**src/rtl/time_set_ctrl.sv**
```systemverilog
// Push-button time-setting front end: debounces mode/inc/dec buttons and edits
// hours then minutes, issuing a one-cycle load strobe to the RTC on commit.
module time_set_ctrl #(
    parameter int unsigned DEB_CYCLES     = 16,
    parameter int unsigned TIMEOUT_CYCLES = 1048576
) (
    input  logic       clk,
    input  logic       rst_n,
    input  logic       btn_mode,
    input  logic       btn_inc,
    input  logic       btn_dec,
    input  logic [4:0] cur_hh,
    input  logic [5:0] cur_mm,
    output logic [4:0] initial_time_hh,
    output logic [5:0] initial_time_mm,
    output logic       initial_time_valid,
    output logic [1:0] setting
);

    localparam int unsigned DW = $clog2(DEB_CYCLES + 1);
    localparam int unsigned TW = $clog2(TIMEOUT_CYCLES + 1);

    typedef enum logic [1:0] {
        IDLE   = 2'b00,
        SET_HH = 2'b01,
        SET_MM = 2'b10,
        COMMIT = 2'b11
    } state_t;

    state_t        state;
    logic [2:0]    raw;
    logic [2:0]    sync1, sync2, deb, deb_d, press;
    logic [DW-1:0] deb_cnt [3];
    logic [TW-1:0] tmo_cnt;
    logic [4:0]    edit_hh;
    logic [5:0]    edit_mm;
    logic          p_mode, p_inc, p_dec;

    assign raw    = {btn_dec, btn_inc, btn_mode};
    assign p_mode = press[0];
    assign p_inc  = press[1];
    assign p_dec  = press[2];

    // Debounced level flips only after DEB_CYCLES consecutive disagreeing samples.
    always_ff @(posedge clk or negedge rst_n) begin
        if (!rst_n) begin
            sync1 <= '0;
            sync2 <= '0;
            deb   <= '0;
            deb_d <= '0;
            press <= '0;
            for (int unsigned i = 0; i < 3; i++) deb_cnt[i] <= '0;
        end else begin
            sync1 <= raw;
            sync2 <= sync1;
            deb_d <= deb;
            press <= deb & ~deb_d;
            for (int unsigned i = 0; i < 3; i++) begin
                if (sync2[i] != deb[i]) begin
                    if (deb_cnt[i] == DW'(DEB_CYCLES - 1)) begin
                        deb[i]     <= ~deb[i];
                        deb_cnt[i] <= '0;
                    end else begin
                        deb_cnt[i] <= deb_cnt[i] + DW'(1);
                    end
                end else begin
                    deb_cnt[i] <= '0;
                end
            end
        end
    end

    always_ff @(posedge clk or negedge rst_n) begin
        if (!rst_n) begin
            state              <= IDLE;
            setting            <= 2'b00;
            edit_hh            <= '0;
            edit_mm            <= '0;
            initial_time_hh    <= '0;
            initial_time_mm    <= '0;
            initial_time_valid <= 1'b0;
            tmo_cnt            <= '0;
        end else begin
            initial_time_hh    <= edit_hh;
            initial_time_mm    <= edit_mm;
            initial_time_valid <= 1'b0;
            case (state)
                IDLE: begin
                    tmo_cnt <= '0;
                    if (p_mode) begin
                        state   <= SET_HH;
                        setting <= SET_HH;
                        edit_hh <= (cur_hh > 5'd23) ? '0 : cur_hh;
                        edit_mm <= (cur_mm > 6'd59) ? '0 : cur_mm;
                    end
                end
                SET_HH: begin
                    if (p_mode) begin
                        state   <= SET_MM;
                        setting <= SET_MM;
                        tmo_cnt <= '0;
                    end else if (p_inc || p_dec) begin
                        tmo_cnt <= '0;
                        if (p_inc && !p_dec)
                            edit_hh <= (edit_hh == 5'd23) ? '0 : edit_hh + 5'd1;
                        else if (p_dec && !p_inc)
                            edit_hh <= (edit_hh == 5'd0) ? 5'd23 : edit_hh - 5'd1;
                    end else if (tmo_cnt == TW'(TIMEOUT_CYCLES - 1)) begin
                        state   <= IDLE;
                        setting <= IDLE;
                        tmo_cnt <= '0;
                    end else begin
                        tmo_cnt <= tmo_cnt + TW'(1);
                    end
                end
                SET_MM: begin
                    if (p_mode) begin
                        state              <= COMMIT;
                        setting            <= COMMIT;
                        initial_time_valid <= 1'b1;
                        tmo_cnt            <= '0;
                    end else if (p_inc || p_dec) begin
                        tmo_cnt <= '0;
                        if (p_inc && !p_dec)
                            edit_mm <= (edit_mm == 6'd59) ? '0 : edit_mm + 6'd1;
                        else if (p_dec && !p_inc)
                            edit_mm <= (edit_mm == 6'd0) ? 6'd59 : edit_mm - 6'd1;
                    end else if (tmo_cnt == TW'(TIMEOUT_CYCLES - 1)) begin
                        state   <= IDLE;
                        setting <= IDLE;
                        tmo_cnt <= '0;
                    end else begin
                        tmo_cnt <= tmo_cnt + TW'(1);
                    end
                end
                COMMIT: begin
                    state   <= IDLE;
                    setting <= IDLE;
                    tmo_cnt <= '0;
                end
            endcase
        end
    end

endmodule

```
**config.mk**
```make
export PLATFORM = sky130hd
export DESIGN_NAME = time_set_ctrl
export DESIGN_NICKNAME = d
export VERILOG_FILES = /design/src/rtl/time_set_ctrl.sv
export SDC_FILE = /design/constraint.sdc
export NUM_CORES = 1
export LEC_CHECK = 0
export CORE_MARGIN = 1.5
export CORE_UTILIZATION = 65
export CTS_CLUSTER_DIAMETER = 60
export DETAILED_ROUTE_END_ITERATION = 10
export DONT_BUFFER_PORTS = 1
export GPL_ROUTABILITY_DRIVEN = 0
export MAX_ROUTING_LAYER = met4
export PLACE_DENSITY = 0.79
export SYNTH_ARGS = -nofsm -noshare
export SYNTH_HDL_FRONTEND = slang
export SYNTH_SLANG_ARGS = --single-unit
export TNS_END_PERCENT = 5
```
**constraint.sdc**
```tcl
create_clock -name clk -period 3.2 [get_ports clk]
set_input_delay 0.32 -clock clk [delete_from_list [all_inputs] [get_ports clk]]
set_output_delay 0.32 -clock clk [all_outputs]
set_load 0.03 [all_outputs]
```
# Word-level counts from Yosys, hierarchy flattened

Index checks and enable logic that the tools add are counted.

Register bits: 78
Bits of input ports: 16
Output and inout port bits: 14
Logic and storage cells: 110

Add/subtract/negate cells: 8
Order comparisons: 2
Equality and inequality tests: 19
Mux-type cells: 41
Bitwise gates (word level): 5
Reduce and logical (&&, ||, !) cells: 17

Operator list:

| cell                    | count |
|---|---|
| $mux W5                 | 14 |
| $mux W21                | 3 |
| $mux W6                 | 8 |
| $pmux W21 S2            | 1 |
| $add A21 B1 Y21 const B | 1 |
| $eq A21 B20 Y1 const B  | 1 |
| $add A5 B1 Y5 const B   | 4 |
| $mux W2                 | 9 |
| $pmux W2 S4             | 2 |
| $eq A5 B4 Y1 const B    | 3 |
| $pmux W6 S2             | 1 |
| $ne A2 B2 Y1 const B    | 5 |
| $pmux W5 S2             | 1 |
| $reduce_and A5 Y1       | 2 |
| $add A6 B1 Y6 const B   | 1 |
| $eq A6 B6 Y1 const B    | 1 |
| $gt A6 B6 Y1 const B    | 1 |
| $logic_not A6 Y1        | 1 |
| $ne A3 B3 Y1 const B    | 2 |
| $reduce_and A2 Y1       | 3 |
| $sub A6 B1 Y6 const B   | 1 |
| $eq A5 B5 Y1 const B    | 1 |
| $gt A5 B5 Y1 const B    | 1 |
| $logic_not A5 Y1        | 1 |
| 14 further kinds        | 24 |

# Depth between registers and ports, before layout

Gate-level depths: netlist of run 1.

Depth after elaboration: 7
Gate-level depth with buffers: 8
Depth with buffers taken out: 7

# Least setup slack after synthesis of run 1

OpenSTA, ideal clock, no wires.

Path kind: register to register
Start: reg state[0]
End: reg edit_hh[3]
Setup time: 0.124 ns
Data arrival time: 1.689 ns
Required time: 3.076 ns
Path slack: 1.387 ns
Stages on the path, launching flop included: 8
Buffers on the path: 0
Clock period less this slack: 1.813 ns
Cell sequence: dfrtp_1 inv_1 ha_1 nor4b_2 nand2_1 o21ai_2 o31ai_1 a211o_1

Cells in the longest elaborated chain, start to end: 3
Elaborated cells between the ends (all ways): 9
Classes of those cells: eq/ne (5); mux (1); reduce/logical (3)

Ends and longest elaborated chain:

| what                                                  | line | text |
|---|---|---|
| start: declaration                                    | 30   | `state_t state;` |
| start signal: assignment                              | 75   | `state <= IDLE;` |
| start signal: assignment                              | 91   | `state <= SET_HH;` |
| start signal: assignment                              | 99   | `state <= SET_MM;` |
| $eq A2 B1 Y1 or $logic_not A2 Y1 (tied branches)      | 87   | `case (state)` |
| $ne A3 B3 Y1 (no source line) (tied with other cells) | -    |  |
| $reduce_and A5 Y1 (no source line)                    | -    |  |
| end signal: assignment                                | 93   | `edit_hh <= (cur_hh > 5'd23) ? '0 : cur_hh;` |
| end signal: assignment                                | 105  | `edit_hh <= (edit_hh == 5'd23) ? '0 : edit_hh + 5'd1;` |
| end signal: assignment                                | 107  | `edit_hh <= (edit_hh == 5'd0) ? 5'd23 : edit_hh - 5'd1;` |
| end: declaration                                      | 35   | `logic [4:0] edit_hh;` |

Parallel ways exist; a longest one is shown, timed or not.
A chain may end at the register's enable or synchronous reset.

# Worst setup path in the final report of run 1

Start: reg press[2]
End: reg edit_mm[4]

Cells in the longest elaborated chain, start to end: 6
Elaborated cells between the ends (all ways): 11
Classes of those cells: eq/ne (2); mux (4); reduce/logical (5)

Ends and longest elaborated chain:

| what                     | line | text |
|---|---|---|
| start: declaration       | 32   | `logic [2:0] sync1, sync2, deb, deb_d, press;` |
| start signal: assignment | 57   | `press <= deb & ~deb_d;` |
| $logic_not A1 Y1         | 124  | `if (p_inc && !p_dec)` |
| $logic_and A1 B1 Y1      | 124  |  |
| $mux W6                  | 124  |  |
| $mux W6                  | 122  | `end else if (p_inc \|\| p_dec) begin` |
| $mux W6                  | 117  | `if (p_mode) begin` |
| $pmux W6 S2              | 87   |  |
| end signal: assignment   | 94   | `edit_mm <= (cur_mm > 6'd59) ? '0 : cur_mm;` |
| end signal: assignment   | 125  | `edit_mm <= (edit_mm == 6'd59) ? '0 : edit_mm + 6'd1;` |
| end signal: assignment   | 127  | `edit_mm <= (edit_mm == 6'd0) ? 6'd59 : edit_mm - 6'd1;` |
| end: declaration         | 36   | `logic [5:0] edit_mm;` |

Parallel ways exist; a longest one is shown, timed or not. The select of a mux whose other input is x is not followed.

==> impl_metrics.sql, run 1 <==
INSERT INTO impl_metrics (metric_group, metric, value, unit) VALUES
('final_layout', 'fillCellCount', '401', ''),
('synthesis', 'synth_largest_area_cell', 'sky130_fd_sc_hd__dfrtp_1', ''),
('timing', 'timing.final.max_slew_violations', '0', ''),
('route', 'drt.antenna.violating_nets', '0', ''),
('floorplanning', 'io_pins', '30', ''),
('floorplanning', 'fp.coreArea', '5540', 'um2'),
('clock_tree', 'clockRootBuffer', 'sky130_fd_sc_hd__clkbuf_8', ''),
('clock_tree', 'htree_num_levels', '3', ''),
('floorplanning', 'die_height', '79.0', 'um'),
('hold_path', 'worstHoldPathType', 'in -> reg', ''),
('route', 'routed_wire_length_per_instance', '15.4', 'um'),
('clock_tree', 'cts_max_path_buffers', '2', ''),
('final_layout', 'proportion_of_layout_cells_with_a_drive_suffix_above_1', '7.18', '%'),
('floorplanning', 'fp.dieArea', '6240', 'um2'),
('critical_path', 'crit_fanout', '24', ''),
('critical_path', 'cp-startpoint', 'press[2]', ''),
('timing', 'finalSetupViolCount', '0', ''),
('final_layout', 'diodes', '0', ''),
('clock_tree', 'cts.clk_slew.worst_paths', '0.08', 'ns'),
('route', 'finalWirelength', '6880', 'um'),
('status', 'run_status', 'complete, no violations', ''),
('timing', 'worstMarginPinSlew', '0.853', 'ns'),
('global_route', 'global_route.overflow_total', '0', ''),
('critical_path', 'crit_path_end_kind', 'flop', ''),
('timing', 'hold_viol_final', '0', ''),
('route', 'remaining_drc_errors', '0', ''),
('synthesis', 'synth_area', '3750', 'um2'),
('timing', 'highest_clock_rate', '456', 'MHz'),
('synthesis', 'ys_ff_latch', '78', ''),
('route', 'detailroute.via_count', '2728', ''),
('clock_tree', 'insertion_delay', '0.36', 'ns'),
('power', 'worst_ir_drop_vdd', '0.493', 'mV'),
('route', 'initialDrtViolationCount', '133', ''),
('placement', 'dp.final_hpwl', '4540', 'um'),
('synthesis', 'synth_enable_flop_cells', '0', ''),
('final_layout', 'multi_input_comb_area', '1660', 'um2'),
('synthesis', 'syn_inst', '366', ''),
('final_layout', 'area_growth', '8.00', '%'),
('hold_path', 'min_from', 'cur_hh[2]', ''),
('critical_path', 'critical_path_class', 'reg -> reg', ''),
('timing', 'rsz0062_at_grt', 'false', ''),
('synthesis', 'synth_common_cells', 'sky130_fd_sc_hd__dfrtp_1, sky130_fd_sc_hd__nor2_1, sky130_fd_sc_hd__nand3_1', ''),
('placement', 'dpl.cell_count', '427', ''),
('global_route', 'antenna_found_initial', '0', ''),
('floorplanning', 'initial_core_utilization', '67.8', '%'),
('floorplanning', 'dieWidth', '79.0', 'um'),
('synthesis', 'synth.net_count', '397', ''),
('synthesis', 'synthesis.area_per_instance', '10.3', 'um2'),
('synthesis', 'synthArstFlopShare', '100', '%'),
('global_route', 'grt_usage', '25.6', '%'),
('clock_tree', 'cts_buffer_count', '9', ''),
('critical_path', 'timing.critical_path.required', '3.43', 'ns'),
('final_layout', 'fin_nets', '402', ''),
('clock_tree', 'cts_tree', 'done', ''),
('final_layout', 'finish.cell_count_without_fillers', '448', ''),
('global_route', 'pin_count_of_the_biggest_net_entering_global_routing', '79', ''),
('critical_path', 'worst_r2r_src', 'press[2]', ''),
('timing', 'timing.clock.skew', '0.0110', 'ns'),
('timing', 'period_needed', '2.19', 'ns'),
('timing', 'max_slew_margin', '43.1', '%'),
('critical_path', 'worstPathArrival', '2.43', 'ns'),
('synthesis', 'synth_seq_area_share', '52.0', '%'),
('critical_path', 'setup.worst_path.start_class', 'flop', ''),
('synthesis', 'yosys.cell_types.count', '52', ''),
('synthesis', 'ys_dominant_reg_cell', 'sky130_fd_sc_hd__dfrtp_1', ''),
('timing', 'fin_setup_tns', '0', 'ns'),
('global_route', 'first_global_vias', '2631', ''),
('route', 'vias_per_cell', '6.09', ''),
('synthesis', 'synth_top_cells_by_area', 'sky130_fd_sc_hd__dfrtp_1, sky130_fd_sc_hd__nor2_1, sky130_fd_sc_hd__ha_1', ''),
('final_layout', 'sequential_cell_area', '1950', 'um2'),
('synthesis', 'yosysTopAreaCellShare', '52.0', '%'),
('clock_tree', 'clock_sink_count', '78', ''),
('route', 'first_pass_iteration_count_of_the_detailed_router', '4', ''),
('flow_run', 'timing.max_cap.violations', '0', ''),
('synthesis', 'yosysWarningCount', '0', ''),
('timing', 'fin_crit_sh', '68.5', '%'),
('power', 'power_density', '523', 'nW/um2'),
('global_route', 'grt_first_pass_wirelength', '11900', 'um'),
('floorplanning', 'rows', '27', ''),
('placement', 'io_buffer_count', '0', ''),
('power', 'leakagePower', '1.81', 'nW'),
('synthesis', 'synth_most_common_cell', 'sky130_fd_sc_hd__dfrtp_1', '');
==> path summary, 6_finish.rpt <==
| path | slack, ns | to | depth (start not counted) |
|---|---|---|---|
| worst max register to register | 1.01 | edit_mm[4] | 6 |
| worst min-delay path | 0.13 | edit_hh[2] | 2 |
| max in group asynchronous | 2.34 | deb[0] | 2 |
| worst min register to register | 0.35 | sync2[2] | 0 |
| min in group asynchronous | 0.54 | edit_mm[3] | 2 |
| worst max-delay path | 1.01 | edit_mm[4] | 6 |
==> timing repair <==
action                    4_1_cts  5_1_grt
gates resized for setup         0        0
hold buffers                    5        0
hold endpoints to repair       81        0
setup buffers                   0        0
==> cell usage in the layout (no fill, tap or decap), types with 8 or more instances in the layout <==
cell                       netlist  final
sky130_fd_sc_hd__a21oi_1        19     19
sky130_fd_sc_hd__clkbuf_8        0      9
sky130_fd_sc_hd__dfrtp_1        78     78
sky130_fd_sc_hd__ha_1           15     15
sky130_fd_sc_hd__inv_1          22     22
sky130_fd_sc_hd__nand2_1        17     17
sky130_fd_sc_hd__nand3_1        23     23
sky130_fd_sc_hd__nand4_1        13     13
sky130_fd_sc_hd__nor2_1         51     51
sky130_fd_sc_hd__o21ai_0        10     10
sky130_fd_sc_hd__xnor2_1         8      8
sky130_fd_sc_hd__xor2_1         19     19
==> where the power goes <==
group / total [mW] / internal, mW / switching (mW)
Combinational: 0.276 / 0.102 / 0.174
Clock: 0.726 / 0.366 / 0.361
Sequential: 1.12 / 1.04 / 0.0742
==> cell families (layout without fill, tap and decap cells) <==
| group | count (synthesis) | in the layout | synth area share [%] |
|---|---|---|---|
| AND/OR/NAND/NOR | 141 | 141 | 18.9 |
| multiplexers | 8 | 8 | 2.63 |
| AO/OA/AOI/OAI | 63 | 63 | 11.3 |
| adder cells (fa/ha/maj) | 15 | 15 | 5.00 |
| buffers and inverters | 34 | 44 | 3.87 |
| flip-flops | 78 | 78 | 52.0 |
| XOR/XNOR | 27 | 27 | 6.30 |
==> state kept, by name (all words and copies together) (netlist names) <==
name and flops:
deb_cnt 15, state 2, setting 2, sync2 3, sync1 3, tmo_cnt 21
initial_time_valid 1, edit_mm 6, initial_time_hh 5, deb_d 3, edit_hh 5, press 3
initial_time_mm 6, deb 3
==> final cells by class <==
cell class,count,share of cell area [%]
repair buffers,6,1.85
clock buffers,10,3.15
well taps,72,2.22
flip-flops and latches,78,48.1
inverters,22,2.04
clock inverters,6,1.73
multi-input cells,254,40.9
==> layer usage <==
| layer | vias to the layer above | GRT usage (%) | routed length [um] |
|---|---|---|---|
| li1 | 1296 | - | - |
| met1 | 1350 | 30.4 | 2980 |
| met2 | 65 | 41.0 | 3400 |
| met3 | 17 | 6.78 | 318 |
| met4 | 0 | 11.4 | 180 |
| met5 | - | - | 0 |
==> critical path, stage by stage, from the launching register on <==
cell,delay [ns]
sky130_fd_sc_hd__dfrtp_1,0.37
sky130_fd_sc_hd__inv_1,0.07
sky130_fd_sc_hd__ha_1,0.71
sky130_fd_sc_hd__inv_1,0.24
sky130_fd_sc_hd__mux4_2,0.48
sky130_fd_sc_hd__nand3_1,0.10
sky130_fd_sc_hd__nand3_1,0.09
==> through the flow <==
step	power (mW)	utilization, %	worst slack, ns	instance area, um2	hold slack (ns)
6_report	2.12	73.2	1.01	4050	0.128
2_1_floorplan	1.34	-	1.39	3750	0.0244
3_5_place_dp	1.39	68.4	1.07	3790	0.0260
3_3_place_gp	1.37	68.4	1.11	3790	0.0257
5_1_grt	2.23	73.2	0.858	4050	0.139
4_1_cts	2.14	73.2	1.05	4050	0.116
(Power assumes the default switching activity.)
==> run 2: changes to the inputs <==
--- a/config.mk
+++ b/config.mk
@@ -6,13 +6,13 @@
 export NUM_CORES = 1
 export LEC_CHECK = 0
 export CORE_MARGIN = 1.5
-export CORE_UTILIZATION = 65
+export CORE_UTILIZATION = 57
 export CTS_CLUSTER_DIAMETER = 60
 export DETAILED_ROUTE_END_ITERATION = 10
 export DONT_BUFFER_PORTS = 1
 export GPL_ROUTABILITY_DRIVEN = 0
 export MAX_ROUTING_LAYER = met4
-export PLACE_DENSITY = 0.79
+export PLACE_DENSITY = 0.73
 export SYNTH_ARGS = -nofsm -noshare
 export SYNTH_HDL_FRONTEND = slang
 export SYNTH_SLANG_ARGS = --single-unit
==> constraint.sdc (replaced) <==
create_clock -name clk -period 1.9 [get_ports clk]
set_input_delay 0.19 -clock clk [delete_from_list [all_inputs] [get_ports clk]]
set_output_delay 0.19 -clock clk [all_outputs]
set_load 0.03 [all_outputs]
==> run 2 against run 1 <==
Compared with the run above: the run now ends with hold timing left; highest routed layer unchanged; sequential power is 67% higher; combinational power is 90% higher; critical path type unchanged; die area is 13% higher; global-route usage is 2.6 points lower; maximum frequency is 20% higher; critical path depth is 2 higher; critical endpoint is now edit_hh[3]; total power is 90% higher; first-iteration DRC count is 36% lower; hold slack worse by 0.61 ns; cell count is 5.6% higher.
==> impl_metrics.sql, run 2 (synthesized netlist as in run 1, its figures left out) <==
INSERT INTO impl_metrics (metric_group, metric, value, unit) VALUES
('clock_tree', 'cts_post_setup_buffers_inserted', '0', ''),
('critical_path', 'timing.critical_path.required', '2.14', 'ns'),
('power', 'leakagePower', '1.94', 'nW'),
('status', 'run_status', 'finished, violations left', ''),
('final_layout', 'layout_commonest_cell', 'sky130_fd_sc_hd__dfrtp_1', ''),
('global_route', 'pin_count_of_the_biggest_net_entering_global_routing', '79', ''),
('timing', 'worstMarginPinSlew', '0.433', 'ns'),
('final_layout', 'area_growth', '14.6', '%'),
('global_route', 'global_route.overflow_total', '0', ''),
('route', 'drt.antenna.violating_nets', '0', ''),
('critical_path', 'r2r_setup_slack', '0.07', 'ns'),
('floorplanning', 'die_height', '84.2', 'um'),
('route', 'finalWirelength', '7060', 'um'),
('final_layout', 'diodes', '0', ''),
('critical_path', 'crit_fanout', '5', ''),
('final_layout', 'layout_common_cells', 'sky130_fd_sc_hd__dfrtp_1, sky130_fd_sc_hd__nor2_1, sky130_fd_sc_hd__nand3_1', ''),
('final_layout', 'top_regs', 'tmo_cnt (21), deb_cnt (15)', ''),
('timing', 'timing.final.max_slew_violations', '0', ''),
('floorplanning', 'io_pins', '30', ''),
('floorplanning', 'rows', '29', ''),
('route', 'vias_per_cell', '5.86', ''),
('clock_tree', 'postCtsHoldBufs', '5', ''),
('floorplanning', 'fp.dieArea', '7080', 'um2'),
('critical_path', 'worst_r2r_src', 'state[0]', ''),
('route', 'routed_wire_length_per_instance', '14.9', 'um'),
('timing', 'finalSetupViolCount', '0', ''),
('route', 'first_pass_iteration_count_of_the_detailed_router', '4', ''),
('clock_tree', 'clockRootBuffer', 'sky130_fd_sc_hd__clkbuf_8', ''),
('global_route', 'grt_first_pass_wirelength', '12400', 'um'),
('final_layout', 'fin_nets', '422', ''),
('status', 'failed_checks', 'hold timing', ''),
('final_layout', 'final_core_utilization', '67.7', '%'),
('clock_tree', 'insertion_delay', '0.36', 'ns'),
('clock_tree', 'cts_tree', 'done', ''),
('global_route', 'first_global_vias', '2662', ''),
('floorplanning', 'initial_core_utilization', '59.1', '%'),
('clock_tree', 'cts.clk_slew.worst_paths', '0.08', 'ns'),
('critical_path', 'r2r-end', 'edit_hh[3]', ''),
('floorplanning', 'dieWidth', '84.2', 'um'),
('route', 'detailroute.via_count', '2772', ''),
('critical_path', 'critical_path_class', 'reg -> reg', ''),
('global_route', 'grt_usage', '22.9', '%'),
('timing', 'timing.clock.skew', '0.00637', 'ns'),
('timing', 'rsz0062_at_grt', 'true', ''),
('timing', 'hold_ws', '-0.478', 'ns'),
('clock_tree', 'cts_buffer_count', '9', ''),
('critical_path', 'cp-startpoint', 'state[0]', ''),
('route', 'initialDrtViolationCount', '85', ''),
('final_layout', 'largest-register', 'tmo_cnt', ''),
('critical_path', 'worstRegToRegCells', '8', ''),
('route', 'remaining_drc_errors', '0', ''),
('power', 'power_density', '938', 'nW/um2'),
('clock_tree', 'htree_num_levels', '3', ''),
('final_layout', 'proportion_of_layout_cells_with_a_drive_suffix_above_1', '12.6', '%'),
('power', 'finalPower', '4.03', 'mW'),
('global_route', 'antenna_found_initial', '0', ''),
('critical_path', 'setup.worst_path.start_class', 'flop', ''),
('placement', 'dp.final_hpwl', '4800', 'um'),
('timing', 'highest_clock_rate', '547', 'MHz'),
('final_layout', 'largest_register_ffs', '21', ''),
('floorplanning', 'fp.coreArea', '6350', 'um2'),
('clock_tree', 'clock_sink_count', '78', ''),
('clock_tree', 'cts_max_path_buffers', '2', ''),
('critical_path', 'worstPathArrival', '2.07', 'ns'),
('timing', 'fin_crit_sh', '96.1', '%'),
('timing', 'hold_viol_final', '78', ''),
('timing', 'period_needed', '1.83', 'ns'),
('power', 'worst_ir_drop_vdd', '0.630', 'mV'),
('timing', 'max_slew_margin', '70.9', '%'),
('flow_run', 'timing.max_cap.violations', '0', ''),
('critical_path', 'crit_path_end_kind', 'flop', ''),
('placement', 'io_buffer_count', '0', ''),
('hold_path', 'worstHoldPathType', 'in -> async', ''),
('timing', 'fin_setup_tns', '0', 'ns');
==> run 2: stage by stage <==
step | hold WS, ns | cells | instance area [um2] | setup WS [ns]
after global routing | -0.505 | 473 | 4300 | -0.0672
after CTS | -0.496 | 473 | 4280 | 0.0158
final | -0.478 | 473 | 4300 | 0.0734
after global placement | -0.104 | 452 | 3960 | 0.0300
after detailed placement | -0.104 | 452 | 3960 | 0.0186
after floorplan | -0.106 | 366 | 3750 | 0.0870
==> run 2: critical path, cell delays in order (launching register included) <==
cell and delay, ns:
sky130_fd_sc_hd__dfrtp_1 0.37, sky130_fd_sc_hd__inv_1 0.10, sky130_fd_sc_hd__ha_2 0.24, sky130_fd_sc_hd__nor4b_4 0.28, sky130_fd_sc_hd__buf_4 0.15, sky130_fd_sc_hd__nand2_1 0.09
sky130_fd_sc_hd__o21ai_2 0.10, sky130_fd_sc_hd__o31ai_1 0.10, sky130_fd_sc_hd__a211o_1 0.29
==> run 2: what timing repair did <==
action,4_1_cts,5_1_grt
hold endpoints to repair,83,78
gates resized for setup,1,4
endpoints found under the setup margin,2,10
==> run 2: worst max path at each step <==
| stage | cells after the start | slack (ns) | endpoint |
|---|---|---|---|
| finish | 8 | 0.07 | edit_hh[3] |
| global route | 8 | -0.07 | edit_hh[3] |
| CTS | 9 | 0.02 | edit_hh[2] |
| detailed placement | 7 | 0.02 | edit_hh[3] |
| global placement | 7 | 0.03 | edit_hh[3] |
| floorplan | 7 | 0.09 | edit_hh[3] |
==> run 2: layout make-up <==
| class | instances | area, um2 |
|---|---|---|
| inverter | 22 | 82.6 |
| multi-input combinational | 254 | 1680 |
| clock inverter | 7 | 145 |
| fill | 468 | 2050 |
| tap | 77 | 96.3 |
| clock buffer | 9 | 124 |
| sequential | 78 | 1950 |
| timing repair buffer | 26 | 224 |
==> run 2: metal layers <==
metal	part of all wire (%)	vias to the layer above	track usage, %
met2	48	60	33.9
li1	-	1337	-
met4	2.1	0	11.3
met5	0	-	-
met3	4.7	12	5.51
met1	45	1363	29.8
==> run 2: report_power, final <==
| part | switching [mW] | internal (mW) | leakage (nW) |
|---|---|---|---|
| Combinational | 0.301 | 0.223 | 0.830 |
| Sequential | 0.115 | 1.75 | 0.974 |
| Clock | 0.627 | 1.01 | 0.135 |
==> run 3: changes to the inputs <==
--- a/config.mk
+++ b/config.mk
@@ -12,7 +12,8 @@
 export DONT_BUFFER_PORTS = 1
 export GPL_ROUTABILITY_DRIVEN = 0
 export MAX_ROUTING_LAYER = met4
-export PLACE_DENSITY = 0.73
+export PLACE_DENSITY_LB_ADDON = 0.12
+export REMOVE_ABC_BUFFERS = 1
 export SYNTH_ARGS = -nofsm -noshare
 export SYNTH_HDL_FRONTEND = slang
 export SYNTH_SLANG_ARGS = --single-unit
==> run 3 against run 2 <==
Compared with the run above: the run still ends with hold timing left; combinational power decreased by 4%; global-route usage decreased by 1.6 points; register-to-register slack about the same; clock-buffer cell count unchanged; hold slack improved by 0.020 ns; critical path type unchanged; critical endpoint unchanged.
==> impl_metrics.sql, run 3 (synthesized netlist as in run 1, its figures left out) <==
INSERT INTO impl_metrics (metric_group, metric, value, unit) VALUES
('timing', 'period_needed', '1.83', 'ns'),
('final_layout', 'post-route-cell-area', '4210', 'um2'),
('global_route', 'grt_first_pass_wirelength', '11800', 'um'),
('route', 'finalWirelength', '6880', 'um'),
('floorplanning', 'die_height', '84.2', 'um'),
('critical_path', 'setup.worst_path.start_class', 'flop', ''),
('placement', 'detailed_place.area', '3950', 'um2'),
('timing', 'fin_crit_sh', '96.6', '%'),
('global_route', 'global_route.overflow_total', '0', ''),
('critical_path', 'cp-startpoint', 'state[0]', ''),
('floorplanning', 'dieWidth', '84.2', 'um'),
('critical_path', 'r2r_setup_slack', '0.07', 'ns'),
('critical_path', 'worst_r2r_src', 'state[0]', ''),
('final_layout', 'largest-register', 'tmo_cnt', ''),
('global_route', 'pin_count_of_the_biggest_net_entering_global_routing', '79', ''),
('critical_path', 'max_stage_delay', '0.38', 'ns'),
('global_route', 'grt_usage', '21.3', '%'),
('floorplanning', 'rows', '29', ''),
('final_layout', 'area_growth', '12.2', '%'),
('final_layout', 'layout_common_cells', 'sky130_fd_sc_hd__dfrtp_1, sky130_fd_sc_hd__nor2_1, sky130_fd_sc_hd__nand3_1', ''),
('clock_tree', 'cts_tree', 'done', ''),
('timing', 'worstMarginPinSlew', '0.433', 'ns'),
('clock_tree', 'postCtsHoldBufs', '3', ''),
('critical_path', 'end_point_of_the_critical_path', 'edit_hh[3]', ''),
('floorplanning', 'fp.dieArea', '7080', 'um2'),
('critical_path', 'worstRegToRegCells', '8', ''),
('global_route', 'first_global_vias', '2581', ''),
('timing', 'timing.final.max_slew_violations', '0', ''),
('route', 'drt.antenna.violating_nets', '0', ''),
('status', 'failed_checks', 'hold timing', ''),
('critical_path', 'crit_fanout', '5', ''),
('placement', 'io_buffer_count', '0', ''),
('clock_tree', 'cts.clk_slew.worst_paths', '0.08', 'ns'),
('status', 'run_status', 'finished, violations left', ''),
('final_layout', 'proportion_of_layout_cells_with_a_drive_suffix_above_1', '13.0', '%'),
('route', 'first_pass_iteration_count_of_the_detailed_router', '5', ''),
('floorplanning', 'io_pins', '30', ''),
('route', 'routed_wire_length_per_instance', '14.6', 'um'),
('final_layout', 'largest_register_ffs', '21', ''),
('final_layout', 'multi_input_comb_area', '1690', 'um2'),
('timing', 'timing.clock.skew', '0.0111', 'ns'),
('timing', 'max_slew_margin', '71.1', '%'),
('timing', 'hold_viol_final', '78', ''),
('route', 'vias_per_cell', '5.78', ''),
('clock_tree', 'cts_post_setup_buffers_inserted', '0', ''),
('clock_tree', 'cts_max_path_buffers', '2', ''),
('clock_tree', 'insertion_delay', '0.34', 'ns'),
('hold_path', 'worstHoldPathType', 'in -> async', ''),
('clock_tree', 'clockRootBuffer', 'sky130_fd_sc_hd__clkbuf_8', ''),
('final_layout', 'final_core_utilization', '66.3', '%'),
('final_layout', 'sequential_cell_area', '1950', 'um2'),
('critical_path', 'crit_path_end_kind', 'flop', ''),
('critical_path', 'crit_chain', 'inv_1 -> ha_2 -> nor4b_4 -> buf_4 -> nand2_1 -> o21ai_2 -> o31ai_1 -> a211o_1', ''),
('clock_tree', 'clock_sink_count', '78', ''),
('route', 'initialDrtViolationCount', '203', ''),
('final_layout', 'fin_nets', '419', ''),
('placement', 'dp.final_hpwl', '4770', 'um'),
('floorplanning', 'fp.coreArea', '6350', 'um2'),
('route', 'detailroute.via_count', '2715', ''),
('final_layout', 'fillCellCount', '507', ''),
('global_route', 'antenna_found_initial', '0', ''),
('timing', 'highest_clock_rate', '545', 'MHz'),
('power', 'leakagePower', '1.89', 'nW'),
('critical_path', 'r2r-end', 'edit_hh[3]', ''),
('floorplanning', 'initial_core_utilization', '59.1', '%'),
('critical_path', 'critical_path_class', 'reg -> reg', ''),
('route', 'remaining_drc_errors', '0', ''),
('timing', 'rsz0062_at_grt', 'true', ''),
('flow_run', 'timing.max_cap.violations', '0', ''),
('power', 'power_density', '852', 'nW/um2'),
('clock_tree', 'htree_num_levels', '3', ''),
('critical_path', 'timing.critical_path.required', '2.12', 'ns'),
('power', 'worst_ir_drop_vdd', '0.558', 'mV'),
('critical_path', 'worstPathArrival', '2.06', 'ns'),
('critical_path', 'worst_path_max_delay_cell', 'sky130_fd_sc_hd__dfrtp_1', ''),
('timing', 'finalSetupViolCount', '0', ''),
('clock_tree', 'cts_buffer_count', '9', ''),
('timing', 'hold_ws', '-0.458', 'ns'),
('final_layout', 'top_regs', 'tmo_cnt (21), deb_cnt (15)', ''),
('final_layout', 'layout_commonest_cell', 'sky130_fd_sc_hd__dfrtp_1', ''),
('final_layout', 'diodes', '0', '');
[run 3: per-layer routing]
layer	part of all wire [%]	GRT usage, %	vias up
met5	0	-	-
met3	4.8	4.23	8
met2	47	32.6	73
met4	0.99	6.71	0
met1	48	29.0	1304
li1	-	-	1330
[run 3: worst max-delay path, delay by kind of cell (launching register included)]
| kind | cells | cell delay [ns] |
|---|---|---|
| buffers and inverters | 2 | 0.25 |
| adder cells (fa/ha/maj) | 1 | 0.23 |
| flip-flops | 1 | 0.38 |
| AO/OA/AOI/OAI | 3 | 0.50 |
| AND/OR/NAND/NOR | 2 | 0.36 |
[run 3: final cells by class]
class,count,area share (%)
Sequential cell,78,46.4
Multi-Input combinational cell,254,40.0
Timing Repair Buffer,23,4.67
Clock buffer,9,2.94
Tap cell,77,2.29
Inverter,22,1.96
Clock inverter,7,1.75
[run 3: repair_timing]
action / CTS / global route
pin swaps: 1 / 1
setup endpoints to repair: 2 / 31
gates resized for setup: 1 / 6
endpoints found under the hold margin: 81 / 78
[run 3: per-stage QoR]
step	TNS (ns)	hold WS, ns	power (mW)	setup slack [ns]	cells
4_1_cts	0	-0.480	3.62	0.0240	470
5_1_grt	-0.190	-0.488	3.77	-0.0596	470
3_5_place_dp	0	-0.104	2.39	0.0231	451
3_3_place_gp	0	-0.104	2.38	0.103	451
2_1_floorplan	-0.0931	-0.106	2.23	-0.0931	354
6_report	0	-0.458	3.59	0.0653	470
[run 3: worst min path at each step]
stage | to | cells past startpoint
4_1_cts | tmo_cnt[20] | 0
5_1_grt | initial_time_mm[0] | 0
3_3_place_gp | initial_time_mm[1] | 0
3_5_place_dp | initial_time_mm[1] | 0
6_report | initial_time_mm[0] | 0
2_1_floorplan | deb[0] | 0
[run 3: where the power goes]
group	internal (mW)	switching, mW	leakage (nW)
logic	0.212	0.292	0.815
clock network	0.611	0.600	0.0996
registers	1.75	0.118	0.974
total	2.58	1.01	1.89
